`src/rtl/mixer_pkg.sv`:
```
// Shared types and defaults for the Mixer channel scheduler.
package mixer_pkg;

    typedef enum logic [2:0] {
        IDLE,
        ISSUE,
        WAIT_I,
        WAIT_Q,
        OUT
    } sched_state_e;

    localparam int MIX_TIMEOUT_DEF = 64;

endpackage

```
`src/rtl/mixer_chan_sched_if.sv`:
```
// Frame input, Mixer request/response and result stream of the channel scheduler.
interface mixer_chan_sched_if #(
    parameter int DW  = 12,
    parameter int NCH = 3
);
    localparam int CW = $clog2(NCH);

    logic [NCH*DW-1:0] frm_data_i;
    logic              frm_valid_i;
    logic [DW-1:0]     mix_data_o;
    logic              mix_valid_o;
    logic              mix_first_o;
    logic              mix_ready_o;
    logic [DW-1:0]     mix_data_i;
    logic              mix_valid_i;
    logic              mix_last_i;
    logic [DW-1:0]     out_i_o;
    logic [DW-1:0]     out_q_o;
    logic [CW-1:0]     out_ch_o;
    logic              out_valid_o;
    logic              out_ready_i;
    logic              frame_done_o;
    logic              busy_o;
    logic              overrun_o;
    logic              timeout_o;
    logic              clr_i;

    // master = the scheduler, slave = the surrounding ADC / Mixer / demod environment
    modport master (
        input  frm_data_i, frm_valid_i, mix_data_i, mix_valid_i, mix_last_i,
               out_ready_i, clr_i,
        output mix_data_o, mix_valid_o, mix_first_o, mix_ready_o,
               out_i_o, out_q_o, out_ch_o, out_valid_o,
               frame_done_o, busy_o, overrun_o, timeout_o
    );

    modport slave (
        output frm_data_i, frm_valid_i, mix_data_i, mix_valid_i, mix_last_i,
               out_ready_i, clr_i,
        input  mix_data_o, mix_valid_o, mix_first_o, mix_ready_o,
               out_i_o, out_q_o, out_ch_o, out_valid_o,
               frame_done_o, busy_o, overrun_o, timeout_o
    );

endinterface

```
`src/rtl/mixer_chan_sched.sv`:
```
// Time-shares one Mixer across NCH simultaneously sampled ADC channels:
// latches a frame, feeds samples one by one, collects I/Q pairs tagged by channel.
module mixer_chan_sched
    import mixer_pkg::*;
#(
    parameter int DW      = 12,
    parameter int NCH     = 3,
    parameter int TIMEOUT = MIX_TIMEOUT_DEF
) (
    input  logic               clk,
    input  logic               rst,
    mixer_chan_sched_if.master bus
);
    localparam int CW = $clog2(NCH);
    localparam int TW = $clog2(TIMEOUT + 1);

    sched_state_e      state_reg, state_next;
    logic [NCH*DW-1:0] frm_reg, frm_next;
    logic [CW-1:0]     ch_reg, ch_next;
    logic [TW-1:0]     tmo_cnt_reg, tmo_cnt_next;
    logic [DW-1:0]     i_reg, i_next;
    logic [DW-1:0]     q_reg, q_next;
    logic [DW-1:0]     mix_data_reg, mix_data_next;
    logic              mix_valid_reg, mix_valid_next;
    logic              mix_first_reg, mix_first_next;
    logic              done_reg, done_next;
    logic              overrun_reg, overrun_next;
    logic              timeout_reg, timeout_next;
    logic              timeout_set;
    logic              tmo_expired;

    logic [DW-1:0] frm_word [NCH];

    generate
        for (genvar gi = 0; gi < NCH; gi++) begin : g_frm_word
            assign frm_word[gi] = frm_reg[gi*DW +: DW];
        end
    endgenerate

    assign tmo_expired = (tmo_cnt_reg == TW'(TIMEOUT - 1));

    always_ff @(posedge clk or posedge rst) begin
        if (rst) begin
            state_reg     <= IDLE;
            frm_reg       <= '0;
            ch_reg        <= '0;
            tmo_cnt_reg   <= '0;
            i_reg         <= '0;
            q_reg         <= '0;
            mix_data_reg  <= '0;
            mix_valid_reg <= 1'b0;
            mix_first_reg <= 1'b0;
            done_reg      <= 1'b0;
            overrun_reg   <= 1'b0;
            timeout_reg   <= 1'b0;
        end else begin
            state_reg     <= state_next;
            frm_reg       <= frm_next;
            ch_reg        <= ch_next;
            tmo_cnt_reg   <= tmo_cnt_next;
            i_reg         <= i_next;
            q_reg         <= q_next;
            mix_data_reg  <= mix_data_next;
            mix_valid_reg <= mix_valid_next;
            mix_first_reg <= mix_first_next;
            done_reg      <= done_next;
            overrun_reg   <= overrun_next;
            timeout_reg   <= timeout_next;
        end
    end

    always_comb begin
        state_next     = state_reg;
        frm_next       = frm_reg;
        ch_next        = ch_reg;
        tmo_cnt_next   = tmo_cnt_reg;
        i_next         = i_reg;
        q_next         = q_reg;
        mix_data_next  = mix_data_reg;
        mix_valid_next = 1'b0;
        mix_first_next = 1'b0;
        done_next      = 1'b0;
        timeout_set    = 1'b0;

        case (state_reg)
            IDLE: begin
                if (bus.frm_valid_i) begin
                    frm_next   = bus.frm_data_i;
                    ch_next    = '0;
                    state_next = ISSUE;
                end
            end
            ISSUE: begin
                // Mixer request is registered so it lines up with the first WAIT_I cycle
                mix_data_next  = frm_word[ch_reg];
                mix_valid_next = 1'b1;
                mix_first_next = (ch_reg == '0);
                tmo_cnt_next   = '0;
                state_next     = WAIT_I;
            end
            WAIT_I: begin
                if (bus.mix_valid_i && !bus.mix_last_i) begin
                    i_next       = bus.mix_data_i;
                    tmo_cnt_next = '0;
                    state_next   = WAIT_Q;
                end else if (bus.mix_valid_i || tmo_expired) begin
                    // a Q word arriving before its I word is handled like a dead Mixer
                    timeout_set = 1'b1;
                end else begin
                    tmo_cnt_next = tmo_cnt_reg + TW'(1);
                end
            end
            WAIT_Q: begin
                if (bus.mix_valid_i && bus.mix_last_i) begin
                    q_next     = bus.mix_data_i;
                    state_next = OUT;
                end else if (tmo_expired) begin
                    timeout_set = 1'b1;
                end else begin
                    tmo_cnt_next = tmo_cnt_reg + TW'(1);
                end
            end
            OUT: begin
                if (bus.out_ready_i) begin
                    if (ch_reg == CW'(NCH - 1)) begin
                        done_next  = 1'b1;
                        state_next = IDLE;
                    end else begin
                        ch_next    = ch_reg + CW'(1);
                        state_next = ISSUE;
                    end
                end
            end
            default: state_next = IDLE;
        endcase

        if (timeout_set) begin
            state_next = IDLE;
        end

        // sticky flags: a set event in the same cycle as clr_i takes priority
        overrun_next = bus.clr_i ? 1'b0 : overrun_reg;
        timeout_next = bus.clr_i ? 1'b0 : timeout_reg;
        if (bus.frm_valid_i && (state_reg != IDLE)) begin
            overrun_next = 1'b1;
        end
        if (timeout_set) begin
            timeout_next = 1'b1;
        end
    end

    assign bus.mix_data_o   = mix_data_reg;
    assign bus.mix_valid_o  = mix_valid_reg;
    assign bus.mix_first_o  = mix_first_reg;
    assign bus.mix_ready_o  = (state_reg == WAIT_I) || (state_reg == WAIT_Q);
    assign bus.out_i_o      = i_reg;
    assign bus.out_q_o      = q_reg;
    assign bus.out_ch_o     = ch_reg;
    assign bus.out_valid_o  = (state_reg == OUT);
    assign bus.frame_done_o = done_reg;
    assign bus.busy_o       = (state_reg != IDLE);
    assign bus.overrun_o    = overrun_reg;
    assign bus.timeout_o    = timeout_reg;

endmodule

```
`src/flat_wrapper.sv`:
```
// flat-port wrapper written by rule: the top's interface ports become plain ports
module mixer_chan_sched_flat import mixer_pkg::*;
#(
    parameter int DW      = 12,
    parameter int NCH     = 3,
    parameter int TIMEOUT = MIX_TIMEOUT_DEF
)
  (clk, rst, bus_frm_data_i, bus_frm_valid_i, bus_mix_data_i, bus_mix_valid_i, bus_mix_last_i, bus_out_ready_i, bus_clr_i, bus_mix_data_o, bus_mix_valid_o, bus_mix_first_o, bus_mix_ready_o, bus_out_i_o, bus_out_q_o, bus_out_ch_o, bus_out_valid_o, bus_frame_done_o, bus_busy_o, bus_overrun_o, bus_timeout_o);
  mixer_chan_sched_if #(.DW(DW), .NCH(NCH)) bus_i ();
  input  logic clk;
  input  logic rst;
  input wire logic [$bits(bus_i.frm_data_i)-1:0] bus_frm_data_i;
  input wire logic [$bits(bus_i.frm_valid_i)-1:0] bus_frm_valid_i;
  input wire logic [$bits(bus_i.mix_data_i)-1:0] bus_mix_data_i;
  input wire logic [$bits(bus_i.mix_valid_i)-1:0] bus_mix_valid_i;
  input wire logic [$bits(bus_i.mix_last_i)-1:0] bus_mix_last_i;
  input wire logic [$bits(bus_i.out_ready_i)-1:0] bus_out_ready_i;
  input wire logic [$bits(bus_i.clr_i)-1:0] bus_clr_i;
  output wire logic [$bits(bus_i.mix_data_o)-1:0] bus_mix_data_o;
  output wire logic [$bits(bus_i.mix_valid_o)-1:0] bus_mix_valid_o;
  output wire logic [$bits(bus_i.mix_first_o)-1:0] bus_mix_first_o;
  output wire logic [$bits(bus_i.mix_ready_o)-1:0] bus_mix_ready_o;
  output wire logic [$bits(bus_i.out_i_o)-1:0] bus_out_i_o;
  output wire logic [$bits(bus_i.out_q_o)-1:0] bus_out_q_o;
  output wire logic [$bits(bus_i.out_ch_o)-1:0] bus_out_ch_o;
  output wire logic [$bits(bus_i.out_valid_o)-1:0] bus_out_valid_o;
  output wire logic [$bits(bus_i.frame_done_o)-1:0] bus_frame_done_o;
  output wire logic [$bits(bus_i.busy_o)-1:0] bus_busy_o;
  output wire logic [$bits(bus_i.overrun_o)-1:0] bus_overrun_o;
  output wire logic [$bits(bus_i.timeout_o)-1:0] bus_timeout_o;
  assign bus_i.frm_data_i = bus_frm_data_i;
  assign bus_i.frm_valid_i = bus_frm_valid_i;
  assign bus_i.mix_data_i = bus_mix_data_i;
  assign bus_i.mix_valid_i = bus_mix_valid_i;
  assign bus_i.mix_last_i = bus_mix_last_i;
  assign bus_i.out_ready_i = bus_out_ready_i;
  assign bus_i.clr_i = bus_clr_i;
  assign bus_mix_data_o = bus_i.mix_data_o;
  assign bus_mix_valid_o = bus_i.mix_valid_o;
  assign bus_mix_first_o = bus_i.mix_first_o;
  assign bus_mix_ready_o = bus_i.mix_ready_o;
  assign bus_out_i_o = bus_i.out_i_o;
  assign bus_out_q_o = bus_i.out_q_o;
  assign bus_out_ch_o = bus_i.out_ch_o;
  assign bus_out_valid_o = bus_i.out_valid_o;
  assign bus_frame_done_o = bus_i.frame_done_o;
  assign bus_busy_o = bus_i.busy_o;
  assign bus_overrun_o = bus_i.overrun_o;
  assign bus_timeout_o = bus_i.timeout_o;
  mixer_chan_sched #(.DW(DW), .NCH(NCH), .TIMEOUT(TIMEOUT)) u_core (.clk(clk), .rst(rst), .bus(bus_i));
endmodule
```
`config.mk`:
```
export PLATFORM = sky130hd
export DESIGN_NAME = mixer_chan_sched_flat
export DESIGN_NICKNAME = d
export VERILOG_FILES = /design/src/rtl/mixer_pkg.sv /design/src/rtl/mixer_chan_sched_if.sv /design/src/rtl/mixer_chan_sched.sv /design/src/flat_wrapper.sv
export SDC_FILE = /design/constraint.sdc
export NUM_CORES = 1
export LEC_CHECK = 0
export CAP_MARGIN = 10
export CORE_ASPECT_RATIO = 1.4
export CORE_UTILIZATION = 46
export DETAILED_ROUTE_END_ITERATION = 10
export GPL_ROUTABILITY_DRIVEN = 0
export GPL_TIMING_DRIVEN = 0
export PLACE_DENSITY_LB_ADDON = 0.3
export SLEW_MARGIN = 20
export SYNTH_ARGS = -nofsm -noshare
export SYNTH_HDL_FRONTEND = slang
export SYNTH_SLANG_ARGS = --single-unit
```
`constraint.sdc`:
```
create_clock -name clk -period 9 [get_ports clk]
set_clock_uncertainty 0.1 [all_clocks]
set_input_delay 1.35 -clock clk [delete_from_list [all_inputs] [get_ports clk]]
set_output_delay 1.35 -clock clk [all_outputs]
set_load 0.05 [all_outputs]
```
* Word level (Yosys, flattened, before mapping) *
Cells that the tools add are included.

word-level totals
  register bits = 89
  word-level logic and storage cells = 83

cells by class
  add/subtract/negate cells = 2
  order comparisons = 1
  eq/ne operators = 16
  mux-type cells = 32
  bitwise gates (word level) = 1
  reductions and logical operators = 19

operator list
  operator             count
  $mux 7               4
  $bmux 12 s2          1
  $mux 12              2
  $pmux 7 s3           1
  $mux 3               5
  $pmux 3 s5           1
  $mux 1               13
  $reduce_and 4->1     3
  $ne 2x2->1 const B   5
  $ne 3x2->1 const B   3
  $add 7x1->7 const B  1
  $eq 7x6->1 const B   1
  $eq 3x2->1 const B   2
  $mux 2               3
  $ne 3x1->1 const B   2
  $reduce_and 2->1     3
  $reduce_bool 2->1    3
  $reduce_bool 3->1    2
  $pmux 2 s2           1
  $eq 3x1->1 const B   1
  $eq 3x3->1 const B   1
  $ge 3x3->1 const B   1
  $logic_and 1x1->1    3
  $logic_not 3->1      1
  other kinds (7)      8

* Logic depth before layout (Yosys ltp) *
Gate-level depths: netlist of the first run.

  depth in word-level cells = 7
  mapped depth = 6
  depth with buffers taken out = 6

* Worst setup path before layout of the first run *
Ideal clock, no wire load.

  kind = reg-to-output
  start point = register u_core.state_reg[0]
  end point = output port bus_out_valid_o
  arrival = 1,063 ps
  setup slack = 6,487 ps
  stages on the path, launching flop included = 5
  cell sequence = dfrtp_1 > buf_2 > nor2_1 > nand2_1 > inv_1

on the way
  longest elaborated chain between the ends = 1

ends and longest elaborated chain
  item                    line                     RTL
  from (decl)             mixer_chan_sched.sv:17   sched_state_e state_reg, state_next;
  from (signal assigned)  mixer_chan_sched.sv:57   state_reg <= state_next;
  $eq 3x3->1              mixer_chan_sched.sv:159  assign bus.out_valid_o = (state_reg == OUT);
  to (decl)               flat_wrapper.sv:26       output wire logic [$bits(bus_i.out_valid_o)-1:0] bus_out_valid_o;

Every way passes these cells.

* Worst setup path in the final report of the first run *
Same ends and word-level chain as after synthesis.

==> results of run 1 <==
[metrics by stage]
stage	utilization	worst slack, ns	power (µW)
finish	0.651	5.50	2010
global route	0.651	5.35	2120
CTS	0.651	5.49	2020
detailed placement	0.614	5.70	1650
global placement	0.611	3.97	1630
floorplan	-	5.24	1340
[cell type report]
| class | count | area (µm²) |
|---|---|---|
| fill | 673 | 2830 |
| sequential | 89 | 2230 |
| multi-input combinational | 189 | 1480 |
| timing repair buffer | 101 | 1020 |
| clock buffer | 10 | 239 |
| tap | 102 | 128 |
| buffer | 13 | 81.3 |
| clock inverter | 6 | 57.6 |
| inverter | 10 | 40.0 |
[path summary, 6_finish.rpt]
path / from / endpoint / slack, ns / depth (start not counted)
max in group asynchronous: rst / u_core.frm_reg[8] / 6.80 / 3
min: u_core.frm_reg[23] / u_core.frm_reg[23] / 0.39 / 1
min reg2reg: u_core.frm_reg[23] / u_core.frm_reg[23] / 0.39 / 1
max reg2reg: u_core.state_reg[0] / u_core.frm_reg[20] / 7.05 / 5
max: u_core.state_reg[0] / bus_out_valid_o / 5.50 / 5
min in group asynchronous: rst / u_core.bus.out_i_o[6] / 1.37 / 2
[cells in the mapped netlist]
master	number	area share
mux2_2	61	0.18
nor3b_1	1	0.0020
nor3b_2	1	0.0033
and2_1	1	0.0016
or3_4	1	0.0029
or4_1	3	0.0059
mux2_1	2	0.0059
o21ai_0	6	0.0079
nand3_1	2	0.0026
and3_1	1	0.0016
nor4_1	1	0.0016
nor3_1	1	0.0013
nand2_4	1	0.0029
buf_6	3	0.0088
nand4_1	2	0.0033
and4_1	1	0.0023
nor2_1	28	0.027
dfrtp_1	89	0.58
o31ai_1	3	0.0059
buf_1	1	0.00098
a21oi_1	27	0.035
mux2i_1	13	0.034
clkinv_1	1	0.00098
buf_4	1	0.0020
buf_2	5	0.0065
nor2b_1	4	0.0065
a211oi_1	1	0.0020
o221ai_1	1	0.0023
a22o_1	3	0.0069
or3_1	1	0.0016
nand2b_1	3	0.0049
nand2_1	12	0.012
ha_1	3	0.0098
inv_1	9	0.0088
o21a_1	2	0.0039
nor3_2	1	0.0026
o21ai_1	1	0.0013
clkbuf_1	3	0.0029
nor2_8	1	0.0052
[per-layer routing]
layer | track usage | routed length (µm)
met1 | 0.250 | 3500
met2 | 0.338 | 4110
met3 | 0.0398 | 305
met4 | 0.0714 | 79
met5 | 0 | 0
[cells by family (layout without fill, tap and decap cells)]
logic type	Yosys count	after routing	synth area share
fa+ha+maj	3	3	0.00982
simple gates	66	66	0.0916
buf+inv	23	140	0.0311
mux	76	76	0.220
compound gates	44	44	0.0654
flops	89	89	0.582
[power groups by stage]
stage	clock network, µW	registers, µW	logic (µW)
final	369	680	960
after global routing	399	701	1020
after CTS	376	681	968
after detailed placement	0	687	965
after global placement	0	679	946
after floorplan	0	977	367
[worst register-to-register path, cell delays in order, from the launching register on]
cell     delay, ns
dfrtp_1       0.35
buf_2         0.18
or3_4         0.44
nor2_8        0.22
buf_6         0.20
mux2_2        0.34
==> impl_metrics.ini, run 1 <==
[outcome]
status = complete, no violations

[power]
pwr-share-clk = 0.184
peakVddDrop_mv = 0.220
p_sw_frac = 0.406
power.leakage_uw = 0.00222
p_switching_uw = 816
p_seq_frac = 0.339
p_int_uw = 1190
power.density_nw_per_um2 = 381
power_frac_comb = 0.478

[sta]
setup_viol = 0
fmax_mhz = 285
worst_pin_slew_ns = 0.636
slew_headroom = 0.576
fin_setup_tns_ns = 0
maxSlewViolCount = 0
finalHoldViolations = 0
timing.final.crit_share = 0.389
fin_crit_ns = 3.50
holdWs_ns = 0.387
grt_setup_unrepaired = false

[worst_setup_path]
crit_chain = buf_2 > nor2_1 > nand2_1 > inv_1 > clkdlybuf4s50_1
cp.buffers_inverters = 3
crit_fanout = 10
slowest_stage = clkdlybuf4s50_1
cp-end-kind = output port
crit_arrival_ns = 2.05
start_kind = register
critPathKind = reg2out
cp.required_ns = 7.55
critPathMaxStageDelay_ns = 0.81
cp_top_family = buffers and inverters

[grt]
grt_pass1_vias = 2688
grt_max_degree = 53
grtUsageTotal = 0.199
grt_pass1_wl_um = 13000
grt-ovfl-total = 0
antenna_found_initial = 0

[route]
drt_wl_total_um = 7990
drt_first_pass_iters = 4
via_per_inst = 5.15
wl_per_cell_um = 15.4
num_vias = 2678
drc = 0
ant_nets = 0
drtIter0Drc = 138

[clock_tree]
cts_tree = done
cts_resized = 0
htreeDepth = 3
clkTransAtPathRegs_ns = 0.06
cts.sinks = 89
post-cts-setup-buffers = 0
numCtsBuffers = 9
postCtsHoldBufs = 0
clock_path_buffers = 2
clock_latency_ns = 0.33
root_buffer = clkbuf_16

[layout]
layout_commonest_cell = clkdlybuf4s50_1
fin_cells = 520
drive_above_1_share = 0.222
most-common-layout-cells = 100 x clkdlybuf4s50_1, 89 x dfrtp_1, 61 x mux2_2
largest_reg_flops = 36
postLayoutCellArea_um2 = 5270
area_delta_synth_final_pct = 37.9
layout.nets = 471
diodes = 0

[synthesis]
synth_cell_types = 39
synth.yosys.seq_area_share = 0.582
syn_area_per_cell_um2 = 12.7
yosysWarningCount = 0
synthCells = 301
syn_nets = 359
netlist_area_um2 = 3820
synth_seq_cells = 89

[hold_path]
hp-class = reg2reg

[die]
io_pins = 101
rows = 39
die_x_um = 79.1
die_area_um2 = 8690
fp.dieH_um = 110
start_util = 0.472
coreArea_um2 = 8100

[placement]
dp_cells = 504
portBuffers = 100
dp_hpwl_um = 5810
placed_area_um2 = 4970

[run]
maxCapViolCount = 0
No activity file was read; power rests on OpenSTA's default activity.
==> run 2: changes to the inputs <==
- CORE_UTILIZATION: 46 -> 44
- clock period: 9 -> 3.05 ns (I/O delays scaled with it)
==> run 2 against run 1 <==
Against the previous run:
- clock power rose to 3.1 times the previous value
- critical path type unchanged
- setup slack worse by 5.0 ns
- clock-buffer cell count up 2
- hold slack worse by 0.017 ns
==> impl_metrics.ini, run 2 (same netlist as run 1, synthesis figures left out) <==
[die]
die_area_um2 = 9070
die_x_um = 80.8
start_util = 0.461
fp.dieH_um = 112
rows = 39
io_pins = 101
coreArea_um2 = 8300

[grt]
grtUsageTotal = 0.201
grt-ovfl-total = 0
grt_pass1_vias = 2783
grt_max_degree = 61
grt_pass1_wl_um = 13600
antenna_found_initial = 0

[route]
drtIter0Drc = 126
met1_length_um = 3430
num_vias = 2652
drt_wl_total_um = 8210
wl_per_cell_um = 15.8
routed.top_layer = met4
dr_wl_met3_um = 384
ant_nets = 0
via_per_inst = 5.10
drc = 0
dr_wl_met2_um = 4280
drt_first_pass_iters = 4

[clock_tree]
clock_latency_ns = 0.33
clkTransAtPathRegs_ns = 0.06
postCtsHoldBufs = 0
numCtsBuffers = 9
cts_resized = 0
root_buffer = clkbuf_16
clock_path_buffers = 2
post-cts-setup-buffers = 0
cts_tree = done
htreeDepth = 3
cts.sinks = 89

[layout]
layout.nets = 471
largest_reg_flops = 36
drive_above_1_share = 0.222
diodes = 0
fin_cells = 520
most-common-layout-cells = 100 x clkdlybuf4s50_1, 89 x dfrtp_1, 61 x mux2_2
layout_commonest_cell = clkdlybuf4s50_1
fillers = 684
area_delta_synth_final_pct = 38.6
fin_util = 0.639

[sta]
slew_headroom = 0.641
finalHoldViolations = 0
timing.final.crit_share = 0.851
fin_crit_ns = 2.59
setup_viol = 0
worst_pin_slew_ns = 0.536
fin_setup_tns_ns = 0
grt_setup_unrepaired = false
fmax_mhz = 385
maxSlewViolCount = 0

[power]
power.leakage_uw = 0.00222
power.total_uw = 5990
power.density_nw_per_um2 = 1130
peakVddDrop_mv = 0.687

[worst_setup_path]
cp.buffers_inverters = 3
crit_chain = buf_2 > nor2_1 > nand2_1 > inv_1 > clkdlybuf4s50_1
cp_top_family = buffers and inverters
critPathKind = reg2out
crit_fanout = 10
start_kind = register
slowest_stage = clkdlybuf4s50_1
critPathMaxStageDelay_ns = 0.81
crit_arrival_ns = 2.04
cp-end-kind = output port
cp.required_ns = 2.49

[placement]
dp_hpwl_um = 6010
dp_cells = 504
portBuffers = 100

[outcome]
status = complete, no violations

[run]
maxCapViolCount = 0

[hold_path]
hp-class = in2async
run 2: cell type report:
| class | instances | area, µm² | area share |
|---|---|---|---|
| sequential | 89 | 2230 | 0.420 |
| multi-input combinational | 189 | 1480 | 0.279 |
| timing repair buffer | 101 | 1030 | 0.194 |
| clock buffer | 12 | 267 | 0.0503 |
| tap | 102 | 128 | 0.0241 |
| buffer | 13 | 81.3 | 0.0153 |
| clock inverter | 4 | 50.0 | 0.00945 |
| inverter | 10 | 40.0 | 0.00756 |
run 2: per-layer routing:
layer,vias up,GRT usage
met1,1297,0.246
met3,9,0.0512
met5,-,0
met4,0,0.0738
li1,1277,-
met2,69,0.338
run 2: through the flow:
step           area (µm²)  hold WS [ns]  setup WS (ns)
2_1_floorplan        3820         0.358          0.186
3_3_place_gp         4950         0.371          -1.08
3_5_place_dp         4980         0.380          0.625
4_1_cts              5300         0.370          0.438
5_1_grt              5300         0.397          0.336
6_report             5300         0.370          0.456
run 2: power by group:
part,switching [µW],total (µW),internal [µW]
clock,435,1130,700
sequential,295,2020,1720
combinational,1690,2840,1150
run 2: path summary, 6_finish.rpt:
kind                                     start                endpoint  slack [ns]  cells past startpoint
min in group clk            u_core.frm_reg[19]      u_core.frm_reg[19]        0.39                      1
hold / removal                             rst  u_core.bus.out_i_o[11]        0.37                      2
hold reg to reg             u_core.frm_reg[19]      u_core.frm_reg[19]        0.39                      1
setup reg to reg           u_core.state_reg[0]      u_core.frm_reg[20]        1.08                      5
setup / recovery           u_core.state_reg[0]         bus_out_valid_o        0.46                      5
max in group asynchronous                  rst    u_core.bus.timeout_o        1.86                      3
==> run 3: changes to the inputs <==
- HOLD_SLACK_MARGIN: not set -> 0.15
==> results of run 3 <==
No change in the layout: final DEF, timing and power equal those of run 2.
